File: config.mk
export PLATFORM = sky130hd
export DESIGN_NAME = arm_multicycle_controller
export DESIGN_NICKNAME = d
export VERILOG_FILES = /design/src/rtl/arm_multicycle_controller.sv
export SDC_FILE = /design/constraint.sdc
export NUM_CORES = 1
export LEC_CHECK = 0
export BUFFER_PORTS_ARGS = -buffer_cell sky130_fd_sc_hd__buf_2
export CAP_MARGIN = 20
export CORE_ASPECT_RATIO = 1.25
export CORE_MARGIN = 2
export CORE_UTILIZATION = 41
export CTS_BUF_LIST = sky130_fd_sc_hd__clkbuf_16
export CTS_CLUSTER_SIZE = 12
export DETAILED_ROUTE_END_ITERATION = 8
export GPL_ROUTABILITY_DRIVEN = 0
export GPL_TIMING_DRIVEN = 0
export PLACE_DENSITY_LB_ADDON = 0.05
export SKIP_LAST_GASP = 1
export SYNTH_ARGS = -nofsm -noshare
export SYNTH_HDL_FRONTEND = slang
export SYNTH_SLANG_ARGS = --single-unit
File: constraint.sdc
create_clock -name clk -period 2.2 [get_ports clk]
set_clock_uncertainty 0.05 [all_clocks]
set_input_delay 0.22 -clock clk [delete_from_list [all_inputs] [get_ports clk]]
set_output_delay 0.22 -clock clk [all_outputs]
set_load 0.005 [all_outputs]
File: src/rtl/arm_multicycle_controller.sv
// rtl/arm_multicycle_controller.sv - multicycle FSM controller for the ARMv4 DP/LDR/STR/B subset
//
// Purpose: sequences the shared-memory, shared-ALU multicycle datapath. It drives the
// mux selects and write enables, and it holds the architectural NZCV flags.
// Ports:
//   clk, rst             rising-edge clock, asynchronous active-high reset
//   Instruction          instruction register (valid from DECODE onward)
//   ALUFlags             combinational NZCV from the ALU this cycle
//   MemReady             memory completes the access requested this cycle
//   PCWrite, AdrSrc, MemRead, MemWrite, IRWrite, RegWrite,
//   ResultSrc, ALUSrcA, ALUSrcB, ImmSrc, RegSrc, ALUControl
//                        datapath controls
//   Flags                architectural NZCV register
//   State                current FSM state (debug)
module arm_multicycle_controller #(
  parameter int ALU_CTRL_W    = 3,
  parameter bit MEM_HANDSHAKE = 1'b1
) (
  input  logic                  clk,
  input  logic                  rst,
  input  logic [31:0]           Instruction,
  input  logic [3:0]            ALUFlags,
  input  logic                  MemReady,
  output logic                  PCWrite,
  output logic                  AdrSrc,
  output logic                  MemRead,
  output logic                  MemWrite,
  output logic                  IRWrite,
  output logic                  RegWrite,
  output logic [1:0]            ResultSrc,
  output logic                  ALUSrcA,
  output logic [1:0]            ALUSrcB,
  output logic [1:0]            ImmSrc,
  output logic [1:0]            RegSrc,
  output logic [ALU_CTRL_W-1:0] ALUControl,
  output logic [3:0]            Flags,
  output logic [3:0]            State
);

  typedef enum logic [3:0] {
    S_FETCH    = 4'd0,
    S_DECODE   = 4'd1,
    S_MEMADR   = 4'd2,
    S_MEMREAD  = 4'd3,
    S_MEMWB    = 4'd4,
    S_MEMWRITE = 4'd5,
    S_EXECUTER = 4'd6,
    S_EXECUTEI = 4'd7,
    S_ALUWB    = 4'd8,
    S_BRANCH   = 4'd9
  } state_t;

  localparam bit EXT_OPS = (ALU_CTRL_W >= 3);

  state_t      state, state_next;
  logic [3:0]  flags_q;

  logic [3:0]  cond;
  logic [1:0]  op;
  logic        i_bit, s_bit, u_bit, l_bit, rd_pc;
  logic [3:0]  cmd;
  logic        ready, cond_ex;
  logic        cmd_ok, cmd_nowrite, cmd_arith, alu_write;
  logic [2:0]  cmd_alu, alu_sel;
  logic [1:0]  imm_dec;
  logic        unused_bits;

  assign cond  = Instruction[31:28];
  assign op    = Instruction[27:26];
  assign i_bit = Instruction[25];
  assign cmd   = Instruction[24:21];
  assign u_bit = Instruction[23];
  assign s_bit = Instruction[20];
  assign l_bit = Instruction[20];
  assign rd_pc = (Instruction[15:12] == 4'hF);
  assign unused_bits = ^{Instruction[19:16], Instruction[11:0], alu_sel};

  // With the handshake disabled every memory access completes in one cycle.
  assign ready = MEM_HANDSHAKE ? MemReady : 1'b1;

  always_comb begin
    cond_ex = 1'b0;
    case (cond)
      4'b0000: cond_ex = flags_q[2];
      4'b0001: cond_ex = !flags_q[2];
      4'b0010: cond_ex = flags_q[1];
      4'b0011: cond_ex = !flags_q[1];
      4'b0100: cond_ex = flags_q[3];
      4'b0101: cond_ex = !flags_q[3];
      4'b0110: cond_ex = flags_q[0];
      4'b0111: cond_ex = !flags_q[0];
      4'b1000: cond_ex = flags_q[1] && !flags_q[2];
      4'b1001: cond_ex = !flags_q[1] || flags_q[2];
      4'b1010: cond_ex = (flags_q[3] == flags_q[0]);
      4'b1011: cond_ex = (flags_q[3] != flags_q[0]);
      4'b1100: cond_ex = !flags_q[2] && (flags_q[3] == flags_q[0]);
      4'b1101: cond_ex = flags_q[2] || (flags_q[3] != flags_q[0]);
      4'b1110: cond_ex = 1'b1;
      default: cond_ex = 1'b0;
    endcase
  end

  // Data-processing command decode; cmd_arith marks ops whose C/V are meaningful.
  always_comb begin
    cmd_ok      = 1'b1;
    cmd_nowrite = 1'b0;
    cmd_arith   = 1'b0;
    cmd_alu     = 3'b000;
    case (cmd)
      4'b0100: begin cmd_alu = 3'b000; cmd_arith = 1'b1; end
      4'b0010: begin cmd_alu = 3'b001; cmd_arith = 1'b1; end
      4'b0000: cmd_alu = 3'b010;
      4'b1100: cmd_alu = 3'b011;
      4'b1010: begin cmd_alu = 3'b001; cmd_arith = 1'b1; cmd_nowrite = 1'b1; end
      4'b1000: begin cmd_alu = 3'b010; cmd_nowrite = 1'b1; end
      4'b0001: begin cmd_alu = 3'b100; cmd_ok = EXT_OPS; end
      4'b1110: begin cmd_alu = 3'b101; cmd_ok = EXT_OPS; end
      4'b1101: begin cmd_alu = 3'b110; cmd_ok = EXT_OPS; end
      default: cmd_ok = 1'b0;
    endcase
  end

  assign alu_write = cmd_ok && !cmd_nowrite;
  assign imm_dec   = (op == 2'b10) ? 2'b10 : (op == 2'b01) ? 2'b01 : 2'b00;

  always_ff @(posedge clk or posedge rst) begin
    if (rst) begin
      state <= S_FETCH;
    end else begin
      state <= state_next;
    end
  end

  // Flags capture in the execute state; decode of the next instruction sees them.
  always_ff @(posedge clk or posedge rst) begin
    if (rst) begin
      flags_q <= 4'b0000;
    end else if ((state == S_EXECUTER || state == S_EXECUTEI) && s_bit && cmd_ok) begin
      flags_q[3:2] <= ALUFlags[3:2];
      if (cmd_arith) begin
        flags_q[1:0] <= ALUFlags[1:0];
      end
    end
  end

  always_comb begin
    state_next = S_FETCH;
    PCWrite    = 1'b0;
    AdrSrc     = 1'b0;
    MemRead    = 1'b0;
    MemWrite   = 1'b0;
    IRWrite    = 1'b0;
    RegWrite   = 1'b0;
    ResultSrc  = 2'b00;
    ALUSrcA    = 1'b0;
    ALUSrcB    = 2'b00;
    ImmSrc     = 2'b00;
    RegSrc     = 2'b00;
    alu_sel    = 3'b000;
    case (state)
      S_FETCH: begin
        MemRead   = 1'b1;
        ALUSrcA   = 1'b1;
        ALUSrcB   = 2'b10;
        ResultSrc = 2'b10;
        IRWrite   = ready;
        PCWrite   = ready;
        state_next = ready ? S_DECODE : S_FETCH;
      end
      S_DECODE: begin
        ALUSrcA   = 1'b1;
        ALUSrcB   = 2'b10;
        ResultSrc = 2'b10;
        ImmSrc    = imm_dec;
        RegSrc    = {(op == 2'b01) && !l_bit, (op == 2'b10)};
        if (!cond_ex)            state_next = S_FETCH;
        else if (op == 2'b01)    state_next = S_MEMADR;
        else if (op == 2'b00)    state_next = i_bit ? S_EXECUTEI : S_EXECUTER;
        else if (op == 2'b10)    state_next = S_BRANCH;
        else                     state_next = S_FETCH;
      end
      S_MEMADR: begin
        ALUSrcB   = 2'b01;
        ImmSrc    = 2'b01;
        RegSrc[1] = !l_bit;
        alu_sel   = u_bit ? 3'b000 : 3'b001;
        state_next = l_bit ? S_MEMREAD : S_MEMWRITE;
      end
      S_MEMREAD: begin
        AdrSrc  = 1'b1;
        MemRead = 1'b1;
        state_next = ready ? S_MEMWB : S_MEMREAD;
      end
      S_MEMWB: begin
        ResultSrc = 2'b01;
        RegWrite  = 1'b1;
        PCWrite   = rd_pc;
      end
      S_MEMWRITE: begin
        AdrSrc    = 1'b1;
        MemWrite  = 1'b1;
        RegSrc[1] = 1'b1;
        state_next = ready ? S_FETCH : S_MEMWRITE;
      end
      S_EXECUTER: begin
        alu_sel    = cmd_alu;
        state_next = S_ALUWB;
      end
      S_EXECUTEI: begin
        ALUSrcB    = 2'b01;
        alu_sel    = cmd_alu;
        state_next = S_ALUWB;
      end
      S_ALUWB: begin
        RegWrite = alu_write;
        PCWrite  = alu_write && rd_pc;
      end
      S_BRANCH: begin
        ALUSrcB   = 2'b01;
        ImmSrc    = 2'b10;
        RegSrc[0] = 1'b1;
        ResultSrc = 2'b10;
        PCWrite   = 1'b1;
      end
      default: state_next = S_FETCH;
    endcase
    // Force every control low while reset is asserted, even mid-access.
    if (rst) begin
      PCWrite   = 1'b0;
      AdrSrc    = 1'b0;
      MemRead   = 1'b0;
      MemWrite  = 1'b0;
      IRWrite   = 1'b0;
      RegWrite  = 1'b0;
      ResultSrc = 2'b00;
      ALUSrcA   = 1'b0;
      ALUSrcB   = 2'b00;
      ImmSrc    = 2'b00;
      RegSrc    = 2'b00;
      alu_sel   = 3'b000;
    end
  end

  assign ALUControl = alu_sel[ALU_CTRL_W-1:0];
  assign Flags      = flags_q;
  assign State      = state;

endmodule

==> run metrics <==
Post-synth top flop=dfrtp_1; maximum VDD drop=0.592 mV; Design Area, Final=roughly 1200 sq um; maximum root-to-sink buffer count=2; Max Used Layer=met4; number of synthesized flops with an enable pin=0; DP Area=between 1000 and 1500 sq um; PwrDens=a little under 1000 nW/um^2; Sequential Power Share=22.6%; detailed placer's ending HPWL=2.04 mm; Initial Util=42.2%; # port buffers=43; crit path kind=flop to primary output; fin nets=slightly above 200; outcome=completed; Crit path depth=7; area of the core=between 2000 and 2500 sq um; CP Capture Type=primary output; # clock sinks=8; vias in the first global route=911; global-route wire length before repair=3.87 mm; CTS buffer count=3; fraction of registers with async set/reset=100%; Seq/Total Area, Yosys=a little over a fifth; Syn Nets=159; Final Total Pwr=0.00122 W; I/O pin cnt=65; met1 WL=1.08 mm; most used cell along the critical path=buf_2; routed wl met2=1.34 mm; routed wl met3=137 um; initial antenna violation count=0; most frequent cells in the layout=buf_2, inv_1, dfrtp_1, a21oi_1; largest net degree at the start of global routing=11; Cell Area, Synth=912 sq um; area leader, netlist=dfrtp_1; CTS Hold Buffers Added=0; Yosys Warn Count=0; crit-path max FO=10; final setup fails=0; DRT Pass-1 Iters=4; CP required=1.93 ns; Final Hold Viols=0; area share of the largest cell type after synthesis=21.9%; Clk pin slew, worst setup/hold paths=about 0.040 ns; delay-heaviest family, CP=buffers and inverters; dominant cells by area after synthesis=dfrtp_1, o32ai_1, mux2i_1, inv_1, mux2_2; Root Buffer=clkbuf_16; Yosys reg bits=8; FMAX=0.467 GHz; Final ANT Viol Nets=0; max-slew violation count=0; slew at the pin with the worst max-slew slack=0.566 ns; CP Cell Sequence=buf_2, inv_1, nor3_1, a32oi_1, nor4_2, o2bb2ai_1, buf_2; Max Cap Viol=0; most common cell after layout, fill and taps aside=buf_2; H-tree levels=1; fin crit period=2.14 ns; total wire length=roughly 2.6 mm; share of layout cells above drive strength 1=a little over a third; hold crit path type=primary input to asynchronous set/reset pin; GRT Total Usage=19.9%; Wirelength per Cell=13.3 um; internal power=0.000719 W; via count=1070; sw frac=41.1%; RSZ-0062 raised after global routing=yes; clk_lat worst skew=0.23 ns; die area=2620 sq um; post-synth cell types=39; Slowest Stage Delay on Critical Path=0.38 ns; worst setup path start=State[3]; CP Launch Type=flop; P_leak=approximately 0.64 nW; Area Growth Syn to Fin=36.9%; Die H=56.7 um; crit path to=PCWrite; Avg Synthesized Cell Area=7.60 sq um; R2R setup slack=0.19 ns; Die Wd=46.2 um; Critical Path AT=1.87 ns; Critical R2R Capture=State[1]; Site Rows=19; GRT Residual Overflow=0; r2r worst-path depth=5; Comb pwr share=between 50% and 60%; Switch Pwr=0.000501 W; CP bufs+invs=3; drt via density=5.49; Util after Layout=between 50 and 60%; CTS tree=built; initial DRC count=20; antenna cell count=0; # DRC=0; worst r2r src=Flags[3]; CP max-delay cell=dfrtp_1; Mapped Cells=120; Tcrit/Tclk final=97.4%; Slew HR=62.2%; clock share of power=between 20% and 30%
## power groups by stage
stage	sequential [W]	combinational [W]	clock, W
after floorplan	0.000239	0.000437	0
after global placement	0.000240	0.000654	0
after detailed placement	0.000243	0.000660	0
after CTS	0.000241	0.000672	0.000303
after global routing	0.000287	0.000704	0.000312
final	0.000276	0.000640	0.000304
## logic make-up (layout without fill, tap and decap cells)
group           Yosys count  in the layout  synth area share [%]
buf+inv                  23             67                  11.4
compound gates           31             31                  25.2
flops                     8              8                  21.9
simple gates             45             45                  27.2
xor+xnor                  4              4                  3.84
mux                       9              9                  10.4
## stage by stage
step	TNS, ns	setup WS (ns)	std cells	hold WS [ns]
2_1_floorplan	0	0.462	120	0.179
3_3_place_gp	0	0.153	194	0.287
3_5_place_dp	0	0.165	194	0.282
4_1_cts	0	0.0590	197	0.0408
5_1_grt	-0.0654	-0.0654	195	0.0804
6_report	0	0.0574	195	0.0442
## registers in the layout, summed over array words and instances (netlist names)
register,flops
Flags,4
State,4
## cell type report
cell class	instances	area, sq um
flip-flops and latches	8	200
fillers	218	915
repair buffers	43	215
multi-input cells	89	622
clock buffers	3	75.1
well taps	31	38.8
inverters	12	45.0
plain buffers	9	52.6
## metal layers
metal | track usage, % | vias to the layer above
li1 | - | 537
met1 | 22.9 | 494
met2 | 34.7 | 35
met3 | 2.25 | 4
met4 | 8.98 | 0
met5 | 0 | -
## worst register-to-register path, delay by kind of cell (launching register included)
family | cells | cell delay, ns
AOI/OAI and AO/OA | 3 | 0.99
DFF | 1 | 0.40
xor gates and xnor gates | 1 | 0.25
muxes | 1 | 0.16
## worst min path at each step
| stage | to | slack, ns | start | cells after the start |
|---|---|---|---|---|
| CTS | Flags[2] | 0.04 | rst | 2 |
| global placement | State[2] | 0.29 | rst | 2 |
| detailed placement | Flags[1] | 0.28 | rst | 2 |
| floorplan | Flags[0] | 0.18 | rst | 2 |
| global route | Flags[1] | 0.08 | rst | 2 |
| finish | Flags[1] | 0.04 | rst | 2 |
## Yosys cell counts (2+ instances only)
cell / n
clkbuf_1: 5
xor2_1: 2
buf_2: 2
nor2b_1: 5
nand2b_1: 2
a21oi_1: 8
nand3_1: 2
nand2_1: 7
mux2_2: 4
o31ai_1: 2
inv_1: 12
dfrtp_1: 8
o21ai_0: 4
buf_4: 2
a32oi_1: 2
nor3b_1: 2
o32ai_1: 6
nor3_1: 7
and3_1: 2
nor4_1: 4
or3_1: 3
nor2_1: 7
mux2i_1: 5
xnor2_1: 2
## repair_timing
action | in CTS | in global routing
buffers inserted | 0 | 0
resized for setup | 2 | 2
setup endpoints to repair | 2 | 4
endpoints found under the hold margin | 0 | 0
Power figures use the tool's default switching activity.
